[src/rtl/reg_bank_if.sv]
// reg_bank_if
// Control/bus bundle feeding the destination register bank.
//   busin   : 16-bit shared bus value (output of the bus source mux)
//   write   : 5-bit destination select (0 = no write)
//   inc_sel : 3-bit increment target select
//   clr_sel : 2-bit clear target select (index counters only)
//   acc_en  : accumulate strobe, AC <= AC + busin
// The master modport belongs to the control unit / bus mux side.
// The slave modport belongs to the register bank.
interface reg_bank_if;
    logic [15:0] busin;
    logic [4:0]  write;
    logic [2:0]  inc_sel;
    logic [1:0]  clr_sel;
    logic        acc_en;

    modport master (
        output busin,
        output write,
        output inc_sel,
        output clr_sel,
        output acc_en
    );

    modport slave (
        input busin,
        input write,
        input inc_sel,
        input clr_sel,
        input acc_en
    );
endinterface

[src/rtl/reg_bank.sv]
// reg_bank
// Destination register bank of the matrix-multiplication datapath.
// Each cycle it may do all of the following on different registers:
//   - load one register from the shared bus,
//   - clear one index counter,
//   - increment one counter or address register,
//   - accumulate the bus into AC.
// When several operations target the same register, write wins over
// clear, and clear wins over increment. A write to AC wins over acc_en.
// Ports:
//   clock, resetn : rising-edge clock and asynchronous active-low reset
//   ctl           : bus value and control strobes (reg_bank_if.slave)
//   IR..DAR       : 8-bit architectural registers
//   TAC, R, AC    : 16-bit architectural registers
//   end_i/j/k     : combinational loop-terminate flags (counter == size)
module reg_bank (
    input  logic        clock,
    input  logic        resetn,
    reg_bank_if.slave   ctl,
    output logic [7:0]  IR,
    output logic [7:0]  PC,
    output logic [7:0]  AR,
    output logic [7:0]  DAR,
    output logic [7:0]  CI,
    output logic [7:0]  CJ,
    output logic [7:0]  CK,
    output logic [7:0]  SI,
    output logic [7:0]  SJ,
    output logic [7:0]  SK,
    output logic [7:0]  AA,
    output logic [7:0]  AB,
    output logic [7:0]  AD,
    output logic [15:0] TAC,
    output logic [15:0] R,
    output logic [15:0] AC,
    output logic        end_i,
    output logic        end_j,
    output logic        end_k
);

    localparam logic [4:0] W_IR  = 5'd3;
    localparam logic [4:0] W_PC  = 5'd4;
    localparam logic [4:0] W_TAC = 5'd5;
    localparam logic [4:0] W_R   = 5'd6;
    localparam logic [4:0] W_CI  = 5'd7;
    localparam logic [4:0] W_CJ  = 5'd8;
    localparam logic [4:0] W_CK  = 5'd9;
    localparam logic [4:0] W_AA  = 5'd10;
    localparam logic [4:0] W_AB  = 5'd11;
    localparam logic [4:0] W_AD  = 5'd12;
    localparam logic [4:0] W_SI  = 5'd13;
    localparam logic [4:0] W_SJ  = 5'd14;
    localparam logic [4:0] W_SK  = 5'd15;
    localparam logic [4:0] W_AC  = 5'd16;
    localparam logic [4:0] W_AR  = 5'd17;
    localparam logic [4:0] W_DAR = 5'd18;

    logic [7:0] bus_lo;
    logic       inc_pc, inc_ci, inc_cj, inc_ck, inc_ar, inc_dar;
    logic       clr_ci, clr_cj, clr_ck;

    // Decode the increment and clear selects into per-register strobes.
    // inc_sel codes 0 and 7 decode to nothing.
    always_comb begin
        bus_lo  = ctl.busin[7:0];
        inc_pc  = (ctl.inc_sel == 3'd1);
        inc_ci  = (ctl.inc_sel == 3'd2);
        inc_cj  = (ctl.inc_sel == 3'd3);
        inc_ck  = (ctl.inc_sel == 3'd4);
        inc_ar  = (ctl.inc_sel == 3'd5);
        inc_dar = (ctl.inc_sel == 3'd6);
        clr_ci  = (ctl.clr_sel == 2'd1);
        clr_cj  = (ctl.clr_sel == 2'd2);
        clr_ck  = (ctl.clr_sel == 2'd3);
    end

    // Load-only registers. The 8-bit ones keep the low byte of the bus.
    always_ff @(posedge clock or negedge resetn) begin
        if (!resetn) begin
            IR  <= 8'h00;
            AA  <= 8'h00;
            AB  <= 8'h00;
            AD  <= 8'h00;
            SI  <= 8'h00;
            SJ  <= 8'h00;
            SK  <= 8'h00;
            TAC <= 16'h0000;
            R   <= 16'h0000;
        end else begin
            if (ctl.write == W_IR)  IR  <= bus_lo;
            if (ctl.write == W_AA)  AA  <= bus_lo;
            if (ctl.write == W_AB)  AB  <= bus_lo;
            if (ctl.write == W_AD)  AD  <= bus_lo;
            if (ctl.write == W_SI)  SI  <= bus_lo;
            if (ctl.write == W_SJ)  SJ  <= bus_lo;
            if (ctl.write == W_SK)  SK  <= bus_lo;
            if (ctl.write == W_TAC) TAC <= ctl.busin;
            if (ctl.write == W_R)   R   <= ctl.busin;
        end
    end

    // Incrementing address registers: a bus load takes precedence over
    // the increment. The 8-bit add wraps 255 -> 0 naturally.
    always_ff @(posedge clock or negedge resetn) begin
        if (!resetn) begin
            PC  <= 8'h00;
            AR  <= 8'h00;
            DAR <= 8'h00;
        end else begin
            if (ctl.write == W_PC)       PC  <= bus_lo;
            else if (inc_pc)             PC  <= PC + 8'd1;
            if (ctl.write == W_AR)       AR  <= bus_lo;
            else if (inc_ar)             AR  <= AR + 8'd1;
            if (ctl.write == W_DAR)      DAR <= bus_lo;
            else if (inc_dar)            DAR <= DAR + 8'd1;
        end
    end

    // Matrix index counters: load, then clear, then increment.
    // Every branch reads the pre-edge value, so a bus read of the
    // counter combined with its own write simply reloads it.
    always_ff @(posedge clock or negedge resetn) begin
        if (!resetn) begin
            CI <= 8'h00;
            CJ <= 8'h00;
            CK <= 8'h00;
        end else begin
            if (ctl.write == W_CI)       CI <= bus_lo;
            else if (clr_ci)             CI <= 8'h00;
            else if (inc_ci)             CI <= CI + 8'd1;
            if (ctl.write == W_CJ)       CJ <= bus_lo;
            else if (clr_cj)             CJ <= 8'h00;
            else if (inc_cj)             CJ <= CJ + 8'd1;
            if (ctl.write == W_CK)       CK <= bus_lo;
            else if (clr_ck)             CK <= 8'h00;
            else if (inc_ck)             CK <= CK + 8'd1;
        end
    end

    // Accumulator: a direct load beats accumulation; the sum drops the
    // carry out of bit 15.
    always_ff @(posedge clock or negedge resetn) begin
        if (!resetn) begin
            AC <= 16'h0000;
        end else if (ctl.write == W_AC) begin
            AC <= ctl.busin;
        end else if (ctl.acc_en) begin
            AC <= AC + ctl.busin;
        end
    end

    // Loop-terminate flags look at the live register outputs.
    assign end_i = (CI == SI);
    assign end_j = (CJ == SJ);
    assign end_k = (CK == SK);

endmodule
[src/flat_wrapper.sv]
// flat-port wrapper written by rule: the top's interface ports become plain ports
module reg_bank_flat 
  (clock, resetn, IR, PC, AR, DAR, CI, CJ, CK, SI, SJ, SK, AA, AB, AD, TAC, R, AC, end_i, end_j, end_k, ctl_busin, ctl_write, ctl_inc_sel, ctl_clr_sel, ctl_acc_en);
  reg_bank_if ctl_i ();
  input  logic clock;
  input  logic resetn;
  output logic [7:0] IR;
  output logic [7:0] PC;
  output logic [7:0] AR;
  output logic [7:0] DAR;
  output logic [7:0] CI;
  output logic [7:0] CJ;
  output logic [7:0] CK;
  output logic [7:0] SI;
  output logic [7:0] SJ;
  output logic [7:0] SK;
  output logic [7:0] AA;
  output logic [7:0] AB;
  output logic [7:0] AD;
  output logic [15:0] TAC;
  output logic [15:0] R;
  output logic [15:0] AC;
  output logic end_i;
  output logic end_j;
  output logic end_k;
  input wire logic [$bits(ctl_i.busin)-1:0] ctl_busin;
  input wire logic [$bits(ctl_i.write)-1:0] ctl_write;
  input wire logic [$bits(ctl_i.inc_sel)-1:0] ctl_inc_sel;
  input wire logic [$bits(ctl_i.clr_sel)-1:0] ctl_clr_sel;
  input wire logic [$bits(ctl_i.acc_en)-1:0] ctl_acc_en;
  assign ctl_i.busin = ctl_busin;
  assign ctl_i.write = ctl_write;
  assign ctl_i.inc_sel = ctl_inc_sel;
  assign ctl_i.clr_sel = ctl_clr_sel;
  assign ctl_i.acc_en = ctl_acc_en;
  reg_bank u_core (.clock(clock), .resetn(resetn), .ctl(ctl_i), .IR(IR), .PC(PC), .AR(AR), .DAR(DAR), .CI(CI), .CJ(CJ), .CK(CK), .SI(SI), .SJ(SJ), .SK(SK), .AA(AA), .AB(AB), .AD(AD), .TAC(TAC), .R(R), .AC(AC), .end_i(end_i), .end_j(end_j), .end_k(end_k));
endmodule
[config.mk]
export PLATFORM = sky130hd
export DESIGN_NAME = reg_bank_flat
export DESIGN_NICKNAME = d
export VERILOG_FILES = /design/src/rtl/reg_bank_if.sv /design/src/rtl/reg_bank.sv /design/src/flat_wrapper.sv
export SDC_FILE = /design/constraint.sdc
export NUM_CORES = 1
export LEC_CHECK = 0
export BUFFER_PORTS_ARGS = -buffer_cell sky130_fd_sc_hd__buf_2
export CORE_MARGIN = 5
export CORE_UTILIZATION = 49
export CTS_CLUSTER_DIAMETER = 50
export DETAILED_ROUTE_END_ITERATION = 10
export GPL_TIMING_DRIVEN = 0
export PLACE_DENSITY = 0.77
export SETUP_SLACK_MARGIN = 0.4
export SYNTH_ARGS = -nofsm -noshare
export SYNTH_HDL_FRONTEND = slang
export SYNTH_SLANG_ARGS = --single-unit
[constraint.sdc]
create_clock -name clock -period 2.25 [get_ports clock]
set_input_delay 0.3375 -clock clock [delete_from_list [all_inputs] [get_ports clock]]
set_output_delay 0.3375 -clock clock [all_outputs]
set_load 0.1 [all_outputs]
==> out/results.txt <==
total CTS buffers = 17
Fin. Hold Viols = 0
Crit path buffers/inverters = 0
critical path, cell by cell = ha_4, fa_2, a21o_1, a221oi_4, o21bai_1, a21oi_1, xnor2_1, mux2i_1, o21ai_1
post-DP HPWL = 14900 microns
nature of the critical path startpoint = flop
maxcap violations = 0
max-slew violation count = 0
routed metal-1 wirelength = 9590 microns
DRT Wirelength = 21800 microns
Inst Count DP = 1080
routability congestion estimate = 0.861
CP max stage delay = 0.50 ns
area grow syn2layout = 33.5%
CTS tree = done
ANT nets after route = 0
chip width = 135 microns
CP endpoint kind = flop
Crit path max-delay family = compound AO/OA/AOI/OAI gates
worst slew pin tran = 0.968 ns
WL met3 = 1500 microns
Async S/R FF share, synth = 1.00
period utilisation layout = 0.987
final core utilization = 0.671
die area = 18300 sq um
critical path arrival = 2.55 ns
worst hold path depth = 3
RSZ-0062 raised after global routing = yes
via count = 6216
status = finished, final reports clean
Net Count, Synth = 738
fill count = 1199
Initial Util = 0.502
layout cells sized above 1 = 0.495
cell accounting for the most synthesized area = dfrtp_1
Crit Path Max Fanout = 3
synth warn = 0
flip-flop and latch count after synthesis = 152
DRC viols = 0
CTS Sinks = 152
post-DR wirelength/cell = 19.0 microns
GRT Total Usage = 0.239
H-Tree Depth = 4
CP Class = reg -> reg
Clock Latency Late Sink = 0.42 ns
hold endpoint = u_core.AC[10]
clk buf depth = 2
vias in the first global route = 6295
R2R Path Start = u_core.AC[0]
Final Net Count = 972
Max Fclk = 450 MHz
worst reg2reg endpoint = u_core.AC[8]
Avg Vias per Cell = 5.42
library cells used by synthesis = 49
Post-Syn Area = 7690 sq um
EDFF count, synth = 0
share of the synthesized area in the top cell type = 0.495
slowest CP cell = dfrtp_4
Port Buffer Count = 181
first-pass GRT wire length = 34100 microns
reg2reg setup slack = 0.03 ns
Worst Skew = 0.00837 ns
Min-Delay Path Class = in -> reg
io pins = 184
Layout Cells excl Fill = 1146
Final Setup Violations = 0
Clock Pin Slew Worst Setup and Hold Paths = 0.06 ns
Mapped Cells = 687
Slew HR = 0.349
core area = 15300 sq um
post-synthesis sequential area ratio = 0.495
length of the first detailed-routing pass in iterations = 5
DR iter-0 viols = 432
fin crit period = 2.22 ns
Avg Synthesized Cell Area = 11.2 sq um
Area contributors post-synth = dfrtp_1 49%, mux2_2 13%, xnor2_1 5.4%
Top Metal Used = met5
Critical Path RT = 2.58 ns
initial antenna violation count = 1
DR WL met2 = 10200 microns
cells on worst reg2reg path = 9
Worst Hold Launch = ctl_busin[10]
Die H = 135 microns
Overflow after GRT = 0
Clock Root Buffer = clkbuf_16
ys flop type = dfrtp_1
Cell Rows = 45
largest net degree at the start of global routing = 83
-- flip-flops by register name (all words and copies together) (netlist names) --
signal	flops
u_core.AA	8
u_core.AB	8
u_core.AC	16
u_core.AD	8
u_core.AR	8
u_core.CI	8
u_core.CJ	8
u_core.CK	8
u_core.DAR	8
u_core.IR	8
u_core.PC	8
u_core.R	16
u_core.SI	8
u_core.SJ	8
u_core.SK	8
u_core.TAC	16
-- layout by cell type, fill, tap and decap left out, drive strengths merged, types with 21 or more instances in the layout --
cell type	Yosys	routed
o21ai	43	43
xor2	25	25
xnor2	47	47
mux2	90	90
dfrtp	152	152
ha	21	21
clkbuf	19	40
nand2	64	64
nor2	45	45
a21oi	44	44
buf	12	226
-- synthesized netlist by cell type, drive strengths merged, types with 13 or more instances --
library cell / n
dfrtp: 152
mux2: 90
nand2: 64
xnor2: 47
nor2: 45
a21oi: 44
o21ai: 43
xor2: 25
ha: 21
clkbuf: 19
mux2i: 17
and3: 16
nand3: 14
nand4: 13
-- metal layers --
layer,vias up,global-route usage
met5,-,0
met4,2,0.0868
met3,35,0.0605
met2,206,0.379
met1,3081,0.319
li1,2892,-
-- final cells by class --
class / instances / area [sq um] / area share
Antenna cell: 1 / 2.50 / 0.000244
Buffer: 31 / 130 / 0.0127
Clock buffer: 21 / 470 / 0.0458
Clock inverter: 11 / 121 / 0.0118
Inverter: 4 / 15.0 / 0.00146
Multi-Input combinational cell: 500 / 4070 / 0.397
Sequential cell: 152 / 3950 / 0.385
Tap cell: 211 / 264 / 0.0257
Timing Repair Buffer: 215 / 1240 / 0.121
-- metrics by stage --
step | worst slack (ns) | instance area (sq um) | setup TNS, ns | hold WS (ns)
2_1_floorplan | -0.0661 | 7950 | -0.152 | 0.0419
3_3_place_gp | -1.97 | 9120 | -241.90 | 0.482
3_5_place_dp | -0.129 | 9160 | -0.520 | 0.392
4_1_cts | 0.0299 | 10100 | 0 | 0.176
5_1_grt | -0.102 | 10300 | -0.240 | 0.196
6_report | 0.0301 | 10300 | 0 | 0.198
-- cells by family after synthesis --
| family | synth area share |
|---|---|
| AOI/OAI and AO/OA | 0.0913 |
| xor gates and xnor gates | 0.0820 |
| adders and majority gates | 0.0368 |
| buffers and inverters | 0.0189 |
| DFF | 0.495 |
| muxes | 0.154 |
| and+or+nand+nor | 0.123 |
-- worst max-delay path by stage --
stage,cells after the start,start,endpoint,slack (ns)
global route,9,u_core.AC[0],u_core.AC[14],-0.10
global placement,1,resetn,u_core.AC[3],-1.97
floorplan,9,u_core.AC[0],u_core.AC[8],-0.07
CTS,9,u_core.AC[0],u_core.AC[8],0.03
detailed placement,10,ctl_busin[0],u_core.AC[8],-0.13
finish,9,u_core.AC[0],u_core.AC[8],0.03
-- worst min-delay path: stages --
cell,delay (ns)
buf_2,0.13
nand2_1,0.05
o21ai_1,0.05
-- repair_timing --
item | 4_1_cts | 5_1_grt
buffers inserted | 26 | 6
endpoints found under the setup margin | 13 | 14
gates resized for setup | 35 | 21
hold buffers | 1 | 0
hold endpoints to repair | 70 | 0
pin swaps | 31 | 20
Power is not shown: default switching activity piles up to over one toggle a cycle in this logic, so the estimate is an artifact.
